$ cat src/rtl/pc_gen.sv
// Program-counter generator for the MIPS fetch stage: reset vector, branch/flush redirect,
// and buffering of a redirect that arrives while stalled. Optional check: PC_MISALIGN_CHK_EN.
module pc_gen #(
  parameter int                    ADDR_WIDTH   = 32,
  parameter int                    CTRL_WIDTH   = 6,
  parameter logic [ADDR_WIDTH-1:0] RESET_VECTOR = '0,
  parameter int                    INC          = 4
) (
  input  logic                  clk,
  input  logic                  rst_n,
  input  logic [CTRL_WIDTH-1:0] stall,
  input  logic                  branch_valid,
  input  logic [ADDR_WIDTH-1:0] branch_target,
  input  logic                  flush,
  input  logic [ADDR_WIDTH-1:0] flush_addr,
  output logic [ADDR_WIDTH-1:0] addr_to_rom,
  output logic                  pc_enable,
  output logic                  redirect_pending,
  output logic                  addr_misalign
);

  typedef enum logic {
    S_IDLE,
    S_RUN
  } state_t;

  state_t                state_q, state_d;
  logic [ADDR_WIDTH-1:0] addr_q, addr_d;
  logic [ADDR_WIDTH-1:0] pend_addr_q, pend_addr_d;
  logic                  pend_q, pend_d;
  logic                  load;
  logic [ADDR_WIDTH-1:0] load_addr;

  // Only stall[0] concerns the PC; the other bits belong to later stages.
  logic unused_stall;
  assign unused_stall = ^stall;

  always_ff @(posedge clk) begin
    // NOTE: state registers use non-blocking assignments so every flop samples pre-edge values.
    if (!rst_n) begin
      state_q     <= S_IDLE;
      addr_q      <= RESET_VECTOR;
      pend_q      <= 1'b0;
      pend_addr_q <= '0;
    end else begin
      state_q     <= state_d;
      addr_q      <= addr_d;
      pend_q      <= pend_d;
      pend_addr_q <= pend_addr_d;
    end
  end

  always_comb begin
    // NOTE: every signal gets a default first, so no path through the block infers a latch.
    state_d     = state_q;
    addr_d      = addr_q;
    pend_d      = pend_q;
    pend_addr_d = pend_addr_q;
    load        = 1'b0;
    load_addr   = flush_addr;

    case (state_q)
      S_IDLE: begin
        // Redirects are ignored here; the first fetch always comes from the reset vector.
        state_d = S_RUN;
        addr_d  = RESET_VECTOR;
      end
      S_RUN: begin
        if (flush) begin
          load   = 1'b1;
          pend_d = 1'b0;
        end else if (stall[0]) begin
          if (branch_valid) begin
            pend_addr_d = branch_target;
            pend_d      = 1'b1;
          end
        end else if (branch_valid) begin
          load      = 1'b1;
          load_addr = branch_target;
          pend_d    = 1'b0;
        end else if (pend_q) begin
          load      = 1'b1;
          load_addr = pend_addr_q;
          pend_d    = 1'b0;
        end else begin
          addr_d = addr_q + ADDR_WIDTH'(INC);
        end
        if (load) addr_d = load_addr;
      end
      default: state_d = S_IDLE;
    endcase
  end

  assign addr_to_rom      = addr_q;
  assign pc_enable        = (state_q == S_RUN);
  assign redirect_pending = pend_q;

`ifdef PC_MISALIGN_CHK_EN
  logic misalign_q;

  // Registered alongside addr_q so the pulse lines up with the misaligned fetch address.
  always_ff @(posedge clk) begin
    if (!rst_n) misalign_q <= 1'b0;
    else        misalign_q <= load && (load_addr[1:0] != 2'b00);
  end

  assign addr_misalign = misalign_q;
`else
  assign addr_misalign = 1'b0;
`endif

endmodule

$ cat config.mk
export PLATFORM = sky130hd
export DESIGN_NAME = pc_gen
export DESIGN_NICKNAME = d
export VERILOG_FILES = /design/src/rtl/pc_gen.sv
export SDC_FILE = /design/constraint.sdc
export NUM_CORES = 1
export LEC_CHECK = 0
export ABC_AREA = 1
export CAP_MARGIN = 20
export CELL_PAD_IN_SITES_DETAIL_PLACEMENT = 1
export CELL_PAD_IN_SITES_GLOBAL_PLACEMENT = 2
export CORE_MARGIN = 2
export CORE_UTILIZATION = 27
export CTS_CLUSTER_DIAMETER = 100
export DETAILED_ROUTE_END_ITERATION = 8
export GPL_ROUTABILITY_DRIVEN = 0
export PLACE_DENSITY = 0.82
export SLEW_MARGIN = 20
export SYNTH_ARGS = -nofsm -noshare
export SYNTH_HDL_FRONTEND = slang
export SYNTH_SLANG_ARGS = --single-unit
$ cat constraint.sdc
create_clock -name clk -period 3.5 [get_ports clk]
set_input_delay 0.35 -clock clk [delete_from_list [all_inputs] [get_ports clk]]
set_output_delay 0.35 -clock clk [all_outputs]
set_load 0.02 [all_outputs]
==> results of run 1 <==
## cell families after synthesis
family | count (synthesis) | share of synthesized area, %
AO/OA/AOI/OAI | 155 | 21.42
XOR/XNOR | 8 | 1.704
adder cells (fa/ha/maj) | 1 | 0.3043
buffers and inverters | 91 | 9.677
flip-flops | 66 | 32.14
multiplexers | 3 | 0.7304
other | 1 | 0.09121
AND/OR/NAND/NOR | 334 | 33.93
## area by class of cell
cell class                      instances  area [µm²]  share of cell area (%)
Timing Repair Buffer                  110        1081                   19.42
Tap cell                              188       235.2                   4.225
Sequential cell                        66        1321                   23.73
Clock inverter                          2       35.03                  0.6292
Inverter                               63       239.0                   4.292
Clock buffer                           14       264.0                   4.742
Multi-Input combinational cell        502        2392                   42.97
## power by group through the flow
stage / sequential, mW / combinational (mW) / clock (mW)
after floorplan: 0.849 / 0.181 / 0
after global placement: 0.836 / 0.380 / 0
after CTS: 0.821 / 0.389 / 0.958
final: 0.821 / 0.387 / 0.939
after detailed placement: 0.837 / 0.386 / 0
after global routing: 0.826 / 0.426 / 0.996
## critical path, delay by kind of cell
family	cells	cell delay (ns)
buffers and inverters	3	1.09
AO/OA/AOI/OAI	2	0.35
AND/OR/NAND/NOR	4	0.67
## flip-flops by register name, indices dropped and copies added, names as in the netlist
signal and count:
pc_enable 1, addr_to_rom 32, pend_addr_q 32, redirect_pending 1
## placed cells by master (no fill, tap or decap), types with 5 or more instances in the layout
master | netlist | final
a21oi_1 | 54 | 54
a221oi_1 | 7 | 7
buf_4 | 7 | 8
clkbuf_16 | 0 | 9
clkdlybuf4s50_1 | 0 | 102
dfxtp_1 | 66 | 66
inv_1 | 53 | 53
inv_2 | 9 | 9
nand2_1 | 199 | 199
nand3_1 | 23 | 23
nand3b_1 | 5 | 5
nor2_1 | 91 | 91
nor2_4 | 7 | 7
o211ai_1 | 14 | 14
o21ai_0 | 59 | 59
o22ai_1 | 9 | 9
## worst max path at each step
| stage | endpoint | cells after the start |
|---|---|---|
| 2_1_floorplan | addr_to_rom[14] | 10 |
| 3_3_place_gp | addr_to_rom[15] | 9 |
| 3_5_place_dp | addr_to_rom[15] | 9 |
| 4_1_cts | addr_to_rom[15] | 9 |
| 5_1_grt | addr_to_rom[26] | 11 |
| 6_report | addr_to_rom[15] | 9 |
## routing by layer
layer / share of wire (%) / track usage (%)
met3: 3.4 / 2.889
met5: 0 / 0
met1: 48 / 27.53
met4: 2.0 / 7.175
met2: 47 / 32.46
==> metrics.cfg, run 1 <==
[clock_tree]
cts_made_buffers=9
cts_sinks=66
cts_max_level=3
cts_tree=built
clockBufferDepth=2
root_buffer=clkbuf_16
postCtsSetupBuffers=0
ctsResizeCount=0
path_clk_slew_ns=0.05
clk_latency_ns=0.34
post_cts_hold_buffer_count=0

[route]
drc=0
drt_first_pass_iters=4
avgViaCountPerCell=4.937
drt_iter0_markers=211
drtAntennaViolNets=0
post_drt_wl_per_cell_um=16.75
vias=4665
routed_wl_um=15830

[sta]
fin_crit_ns=2.248
relSlewSlack_pct=59.02
setup_tns_ns=0
max_freq_mhz=444.9
tightest_slew_ns=0.6124
hold_slack_ns=0.4507
period_share_pct=64.23
hold_violations=0
skew_ns=0.009383
rsz0062_at_grt=false
finalMaxSlewViolations=0
setup_viol=0
layout_setup_ws_ns=1.252

[placement]
place_ws_ns=0.9507
place_area_um2=5269
dp_hpwl_um=12110
post-place-cells=929
port_buffers=102

[worst_setup_path]
r2r-start=pc_enable
r2r_slack_ns=1.51
cp_common_cell=nor2_4
arrival_ns=2.47
worst-path-max-fanout=23
slowest_stage=clkdlybuf4s50_1
cp-startpoint=branch_valid
path_class=in -> reg
required_ns=3.72
end_kind=register
r2r-end=addr_to_rom[4]
start_kind=input port
ff2ff_path_depth=5
max_stage_delay_ns=0.53
cp_cell_sequence=clkdlybuf4s50_1 > buf_4 > nor2_4 > nor2_4 > inv_2 > o22ai_1 > nor2_1 > nand2_1 > a21oi_1

[global_route]
grt_max_degree=36
grt_pass1_vias=4791
gr-total-overflow=0
grt.total_usage_pct=20.15
grt_pass1_wl_um=25540
antenna_found_initial=0

[logic_synthesis]
ys_types=39
ys_seq_elements=66
syn_inst=659
synth_top_cell_area_share_pct=32.14
synthFlopType=dfxtp_1
synth_common_cells=nand2_1, nor2_1, dfxtp_1
syn_nets=734
synth_most_common_cell=nand2_1
synthArstFlopShare_pct=0
synth_top_area_cell=dfxtp_1
synth_edf_count=0
synth.avg_cell_area_um2=6.239
synth.yosys.seq_area_share_pct=32.14
synth_area_leaders=dfxtp_1, nand2_1, nor2_1
syn-cell-area_um2=4111
yosysWarnings=0

[worst_hold_path]
hp-class=reg -> reg
worstHoldEndpoint=pend_addr_q[17]
holdPathStages=2
holdCritStartpoint=pend_addr_q[17]

[power_and_ir_drop]
p_leak_nw=2.040
finalPower_mw=2.147
vdd_drop_max_mv=0.2025
power_frac_comb_pct=18.0
clockPowerShare_pct=43.7
cellPowerDensity_nw_per_um2=385.6
switching_power_mw=0.5985
swShare_pct=27.88
p_seq_share_pct=38.2
p_int_mw=1.548

[floorplanning]
core_area_um2=15030
boundaryPins=109
dieWidth_um=127.4
row_count=45
dieArea_um2=16230
die_y_um=127.4
start_util_pct=27.35

[finish]
num-fill-cells=1920
nets=827
drive_above_1_share_pct=5.812
area_growth_pct=35.42
post-route-util_pct=37.04
finalInstanceArea_um2=5568
instances_no_fill=945
n_antenna_cell=0

[status]
status=finished, final reports clean

[job]
max_cap_viol_count=0

No activity file was read; power rests on OpenSTA's default activity.
==> run 2, diff against run 1 <==
--- a/config.mk
+++ b/config.mk
@@ -10,11 +10,11 @@
 export CELL_PAD_IN_SITES_DETAIL_PLACEMENT = 1
 export CELL_PAD_IN_SITES_GLOBAL_PLACEMENT = 2
 export CORE_MARGIN = 2
-export CORE_UTILIZATION = 27
+export CORE_UTILIZATION = 23
 export CTS_CLUSTER_DIAMETER = 100
 export DETAILED_ROUTE_END_ITERATION = 8
 export GPL_ROUTABILITY_DRIVEN = 0
-export PLACE_DENSITY = 0.82
+export PLACE_DENSITY = 0.74
 export SLEW_MARGIN = 20
 export SYNTH_ARGS = -nofsm -noshare
 export SYNTH_HDL_FRONTEND = slang
==> constraint.sdc (replaced) <==
create_clock -name clk -period 1.88 [get_ports clk]
set_input_delay 0.188 -clock clk [delete_from_list [all_inputs] [get_ports clk]]
set_output_delay 0.188 -clock clk [all_outputs]
set_load 0.02 [all_outputs]
==> run 2 against run 1 <==
Compared with the run above: register-to-register slack lost 1.3 ns; hold slack lost 0.015 ns; cell count grew 7.3%; clock power grew 76%; sequential share of layout area shrank 1.2 points; via count grew 0.39%; die area grew 17%; design area grew 5.6%; sequential power grew 86%; critical path type is now reg -> reg.
==> metrics.cfg, run 2 (synthesized netlist as in run 1, its figures left out) <==
[status]
status=finished, final reports clean

[worst_hold_path]
holdCritStartpoint=branch_target[1]
hp-class=in -> reg
worstHoldEndpoint=pend_addr_q[1]
holdPathStages=3  ; +1

[clock_tree]
cts_max_level=3  ; unchanged
post_cts_hold_buffer_count=0  ; unchanged
path_clk_slew_ns=0.06  ; about the same
cts_made_buffers=9  ; unchanged
clk_latency_ns=0.35  ; about the same
root_buffer=clkbuf_16
clockBufferDepth=2  ; unchanged
cts_sinks=66  ; unchanged
cts_tree=built

[power_and_ir_drop]
p_leak_nw=2.205  ; +8.1%
cellPowerDensity_nw_per_um2=674.1  ; +75%
vdd_drop_max_mv=0.4115  ; +100%

[global_route]
grt_max_degree=26  ; -28%
gr-total-overflow=0  ; unchanged
grt_pass1_wl_um=26080  ; +2.1%
grt.total_usage_pct=18.33  ; -1.8 points
grt_pass1_vias=4923  ; +2.8%
antenna_found_initial=0  ; unchanged

[sta]
relSlewSlack_pct=64.62  ; +5.6 points
max_freq_mhz=584.4
fin_crit_ns=1.711
finalMaxSlewViolations=0  ; unchanged
period_share_pct=91.02
setup_tns_ns=0  ; unchanged
skew_ns=0.01281  ; +0.003430 ns
hold_violations=0  ; unchanged
tightest_slew_ns=0.5301  ; -0.08229 ns
rsz0062_at_grt=false
setup_viol=0  ; unchanged
hold_slack_ns=0.4359  ; -0.01474 ns

[finish]
mostFrequentLayoutCells=nand2_1, clkdlybuf4s50_1, nor2_1
drive_above_1_share_pct=10.27  ; +4.5 points
instances_no_fill=1014  ; +7.3%
area_growth_pct=43.00
final_common_cell=nand2_1
nets=859  ; +3.9%
num-fill-cells=2183  ; +14%
n_antenna_cell=0  ; unchanged

[route]
drtAntennaViolNets=0  ; unchanged
drt_iter0_markers=161  ; -24%
post_drt_wl_per_cell_um=16.53  ; -1.3%
avgViaCountPerCell=4.618  ; -6.4%
vias=4683  ; +0.39%
routed_wl_um=16760  ; +5.9%
drt_first_pass_iters=4  ; unchanged
drc=0  ; unchanged

[placement]
port_buffers=102  ; unchanged
dp_hpwl_um=13520  ; +12%
post-place-cells=998  ; +7.4%

[worst_setup_path]
cp-startpoint=addr_to_rom[3]
path_class=reg -> reg
end_kind=register
r2r_slack_ns=0.17  ; -1.34 ns
ff2ff_path_depth=10  ; +5
r2r-start=addr_to_rom[3]
arrival_ns=1.94  ; -0.53 ns
worst-path-max-fanout=6  ; -74%
required_ns=2.11  ; -1.61 ns
r2r-end=addr_to_rom[14]
start_kind=register

[floorplanning]
start_util_pct=23.61  ; -3.7 points
row_count=48  ; +6.7%
core_area_um2=17420  ; +16%
dieArea_um2=18960  ; +17%
boundaryPins=109  ; unchanged
die_y_um=137.7  ; +8.1%
dieWidth_um=137.7  ; +8.1%

[job]
max_cap_viol_count=0  ; unchanged

run 2: cell types whose count changed in the layout (fill, tap and decap cells not counted), sizes merged:
| cell | change |
|---|---|
| buf | +32 |
| clkinv | +2 |
| bufinv | -1 |
| inv | -1 |
run 2: metrics by stage:
step / util (%) / power (mW) / instance area [µm²] / setup WS [ns]
detailed placement: 32.04 / 2.343 / 5580 / -0.2386
global route: 33.76 / 4.132 / 5879 / 0.02756
CTS: 33.67 / 4.001 / 5864 / 0.06421
global placement: 32.04 / 2.327 / 5580 / -0.1494
floorplan: - / 1.918 / 4111 / 0.2812
finish: 33.76 / 3.963 / 5879 / 0.1689
run 2: cell type report:
| cell class | instances | area (µm²) | share of cell area [%] |
|---|---|---|---|
| clock buffers | 14 | 274.0 | 4.661 |
| clock inverters | 2 | 10.01 | 0.1702 |
| inverters | 63 | 240.2 | 4.086 |
| multi-input cells | 502 | 2404 | 40.88 |
| flip-flops and latches | 66 | 1324 | 22.52 |
| well taps | 225 | 281.5 | 4.788 |
| repair buffers | 142 | 1346 | 22.90 |
run 2: worst max-delay path by stage:
stage | end | slack (ns)
after global routing | addr_to_rom[13] | 0.03
final | addr_to_rom[14] | 0.17
after global placement | addr_to_rom[13] | -0.15
after floorplan | addr_to_rom[14] | 0.28
after CTS | addr_to_rom[14] | 0.06
after detailed placement | addr_to_rom[13] | -0.24
run 2: power breakdown:
| part | switching, mW | total, mW | internal (mW) |
|---|---|---|---|
| Sequential | 0.0655 | 1.53 | 1.46 |
| Combinational | 0.417 | 0.789 | 0.372 |
| Clock | 0.650 | 1.65 | 0.998 |
| Total | 1.13 | 3.96 | 2.83 |
run 2: repair_timing:
action,4_1_cts,5_1_grt
gates resized for setup,0,6
setup buffers,0,0
setup endpoints to repair,0,7
run 2: worst max-delay path, stage by stage, from the launching register on:
cell and delay, ns:
dfxtp_2 0.39, ha_1 0.19, nand2_1 0.11, nor2_4 0.15, nand2_2 0.15, nor2_4 0.19, nand3_1 0.10, o211ai_1 0.10
nand2_1 0.07, o21ai_1 0.09, inv_1 0.06
run 2: routing by layer:
metal / global-route usage [%] / wire length [µm] / up-vias
met5: 0 / 0 / -
met4: 6.236 / 257 / 0
met3: 2.943 / 521 / 15
met2: 31.04 / 7946 / 74
met1: 23.62 / 8033 / 2203
li1: - / - / 2391
==> run 3, diff against run 2 <==
--- a/config.mk
+++ b/config.mk
@@ -9,6 +9,7 @@
 export CAP_MARGIN = 20
 export CELL_PAD_IN_SITES_DETAIL_PLACEMENT = 1
 export CELL_PAD_IN_SITES_GLOBAL_PLACEMENT = 2
+export CORE_ASPECT_RATIO = 1.4
 export CORE_MARGIN = 2
 export CORE_UTILIZATION = 23
 export CTS_CLUSTER_DIAMETER = 100
==> run 3 against run 2 <==
Compared with the run above: fmax is 1.1% lower; critical endpoint unchanged; first-iteration DRC count is 11% higher; sequential power hardly changed; highest routed layer unchanged.
==> metrics.cfg, run 3 (synthesized netlist as in run 1, its figures left out) <==
[status]
status=finished, final reports clean

[worst_setup_path]
path_class=reg -> reg
start_kind=register
arrival_ns=1.96  ; +0.02 ns
required_ns=2.11  ; about the same
ff2ff_path_depth=10  ; unchanged
worst-path-max-fanout=6  ; unchanged
end_kind=register

[sta]
rsz0062_at_grt=false
finalMaxSlewViolations=0  ; unchanged
skew_ns=0.005061  ; -0.007752 ns
setup_tns_ns=0  ; unchanged
max_freq_mhz=578.1  ; -1.1%
fin_crit_ns=1.730  ; +0.01861 ns
setup_viol=0  ; unchanged
period_share_pct=92.01  ; +0.99 points
hold_violations=0  ; unchanged

[power_and_ir_drop]
vdd_drop_max_mv=0.2842  ; -31%
p_leak_nw=2.250  ; +2.0%
cellPowerDensity_nw_per_um2=656.9  ; -2.5%

[floorplanning]
core_area_um2=17400  ; about the same
dieArea_um2=18980  ; about the same
start_util_pct=23.63  ; about the same
die_y_um=162.2  ; +18%
boundaryPins=109  ; unchanged
dieWidth_um=117.0  ; -15%
row_count=57  ; +19%

[placement]
dp_hpwl_um=13710  ; +1.4%
place_area_um2=5652  ; +1.3%
port_buffers=102  ; unchanged

[finish]
final_common_cell=nand2_1
mostFrequentLayoutCells=nand2_1, clkdlybuf4s50_1, nor2_1
nets=865  ; +0.70%
n_antenna_cell=0  ; unchanged
num-fill-cells=2264  ; +3.7%
drive_above_1_share_pct=10.71  ; +0.44 points
finalInstanceArea_um2=5932  ; +0.89%
area_growth_pct=44.28

[route]
avgViaCountPerCell=4.582  ; -0.80%
post_drt_wl_per_cell_um=16.24  ; -1.8%
routed_wl_um=16720  ; -0.22%
drtAntennaViolNets=0  ; unchanged
drt_first_pass_iters=4  ; unchanged
drc=0  ; unchanged
vias=4719  ; +0.77%
drt_iter0_markers=179  ; +11%

[clock_tree]
clk_latency_ns=0.33  ; -0.02 ns
path_clk_slew_ns=0.06  ; about the same
cts_tree=built
cts_max_level=3  ; unchanged
cts_sinks=66  ; unchanged
post_cts_hold_buffer_count=0  ; unchanged
clockBufferDepth=2  ; unchanged
cts_made_buffers=9  ; unchanged
root_buffer=clkbuf_16

[worst_hold_path]
holdPathStages=3  ; unchanged
hp-class=in -> reg

[global_route]
grt_pass1_wl_um=26410  ; +1.2%
gr-total-overflow=0  ; unchanged
grt.total_usage_pct=18.27  ; -0.059 points
grt_max_degree=25  ; -3.8%
antenna_found_initial=0  ; unchanged
grt_pass1_vias=4965  ; +0.85%

[job]
max_cap_viol_count=0  ; unchanged

-- run 3: path summary, 6_finish.rpt --
path | startpoint | end | slack (ns)
hold reg to reg | pend_addr_q[16] | pend_addr_q[16] | 0.45
hold / removal | branch_target[9] | pend_addr_q[9] | 0.42
setup / recovery | addr_to_rom[3] | addr_to_rom[14] | 0.15
setup reg to reg | addr_to_rom[3] | addr_to_rom[14] | 0.15
-- run 3: timing repair --
item,CTS,global route
endpoints found under the setup margin,0,5
resized for setup,0,3
buffers inserted,0,0
hold endpoints to repair,0,0
-- run 3: worst max-delay path, cell delays in order, from the launching register on --
cell	delay, ns
dfxtp_2	0.38
ha_1	0.19
nand2_1	0.12
nor2_4	0.17
nand2_4	0.11
nor2_4	0.23
nand3_1	0.11
o211ai_1	0.11
nand2_1	0.07
o21ai_1	0.08
inv_1	0.06
-- run 3: metrics by stage --
stage / std cells / power [mW] / utilization [%] / hold slack [ns] / setup WS (ns)
6_report: 1030 / 3.897 / 34.09 / 0.4225 / 0.1503
5_1_grt: 1030 / 4.074 / 34.09 / 0.4375 / 0.01048
4_1_cts: 1030 / 3.935 / 34.04 / 0.4129 / 0.06369
3_5_place_dp: 1015 / 2.356 / 32.48 / 0.4458 / -0.1623
3_3_place_gp: 1015 / 2.337 / 32.48 / 0.4330 / -0.07478
2_1_floorplan: 659 / 1.918 / - / 0.2157 / 0.2812
-- run 3: power breakdown --
part | leakage (nW) | total, mW | internal, mW | switching [mW]
logic | 1.57 | 0.796 | 0.383 | 0.413
registers | 0.539 | 1.52 | 1.46 | 0.0621
clock network | 0.138 | 1.58 | 0.951 | 0.627
total | 2.25 | 3.90 | 2.79 | 1.10
-- run 3: layout make-up --
class                      count  area (µm²)  share of cell area, %
multi-input combinational    502        2400                  40.46
timing repair buffer         148        1404                  23.67
sequential                    66        1323                  22.29
tap                          236       295.3                  4.978
clock buffer                  12       256.5                  4.324
inverter                      63       239.0                  4.029
clock inverter                 3       15.01                 0.2531
-- run 3: routing by layer --
metal,GRT usage (%),vias to the layer above,part of all wire (%)
li1,-,2400,-
met1,22.33,2220,44
met2,32.95,79,52
met3,1.903,20,2.3
met4,5.882,0,2.1
met5,0,-,0
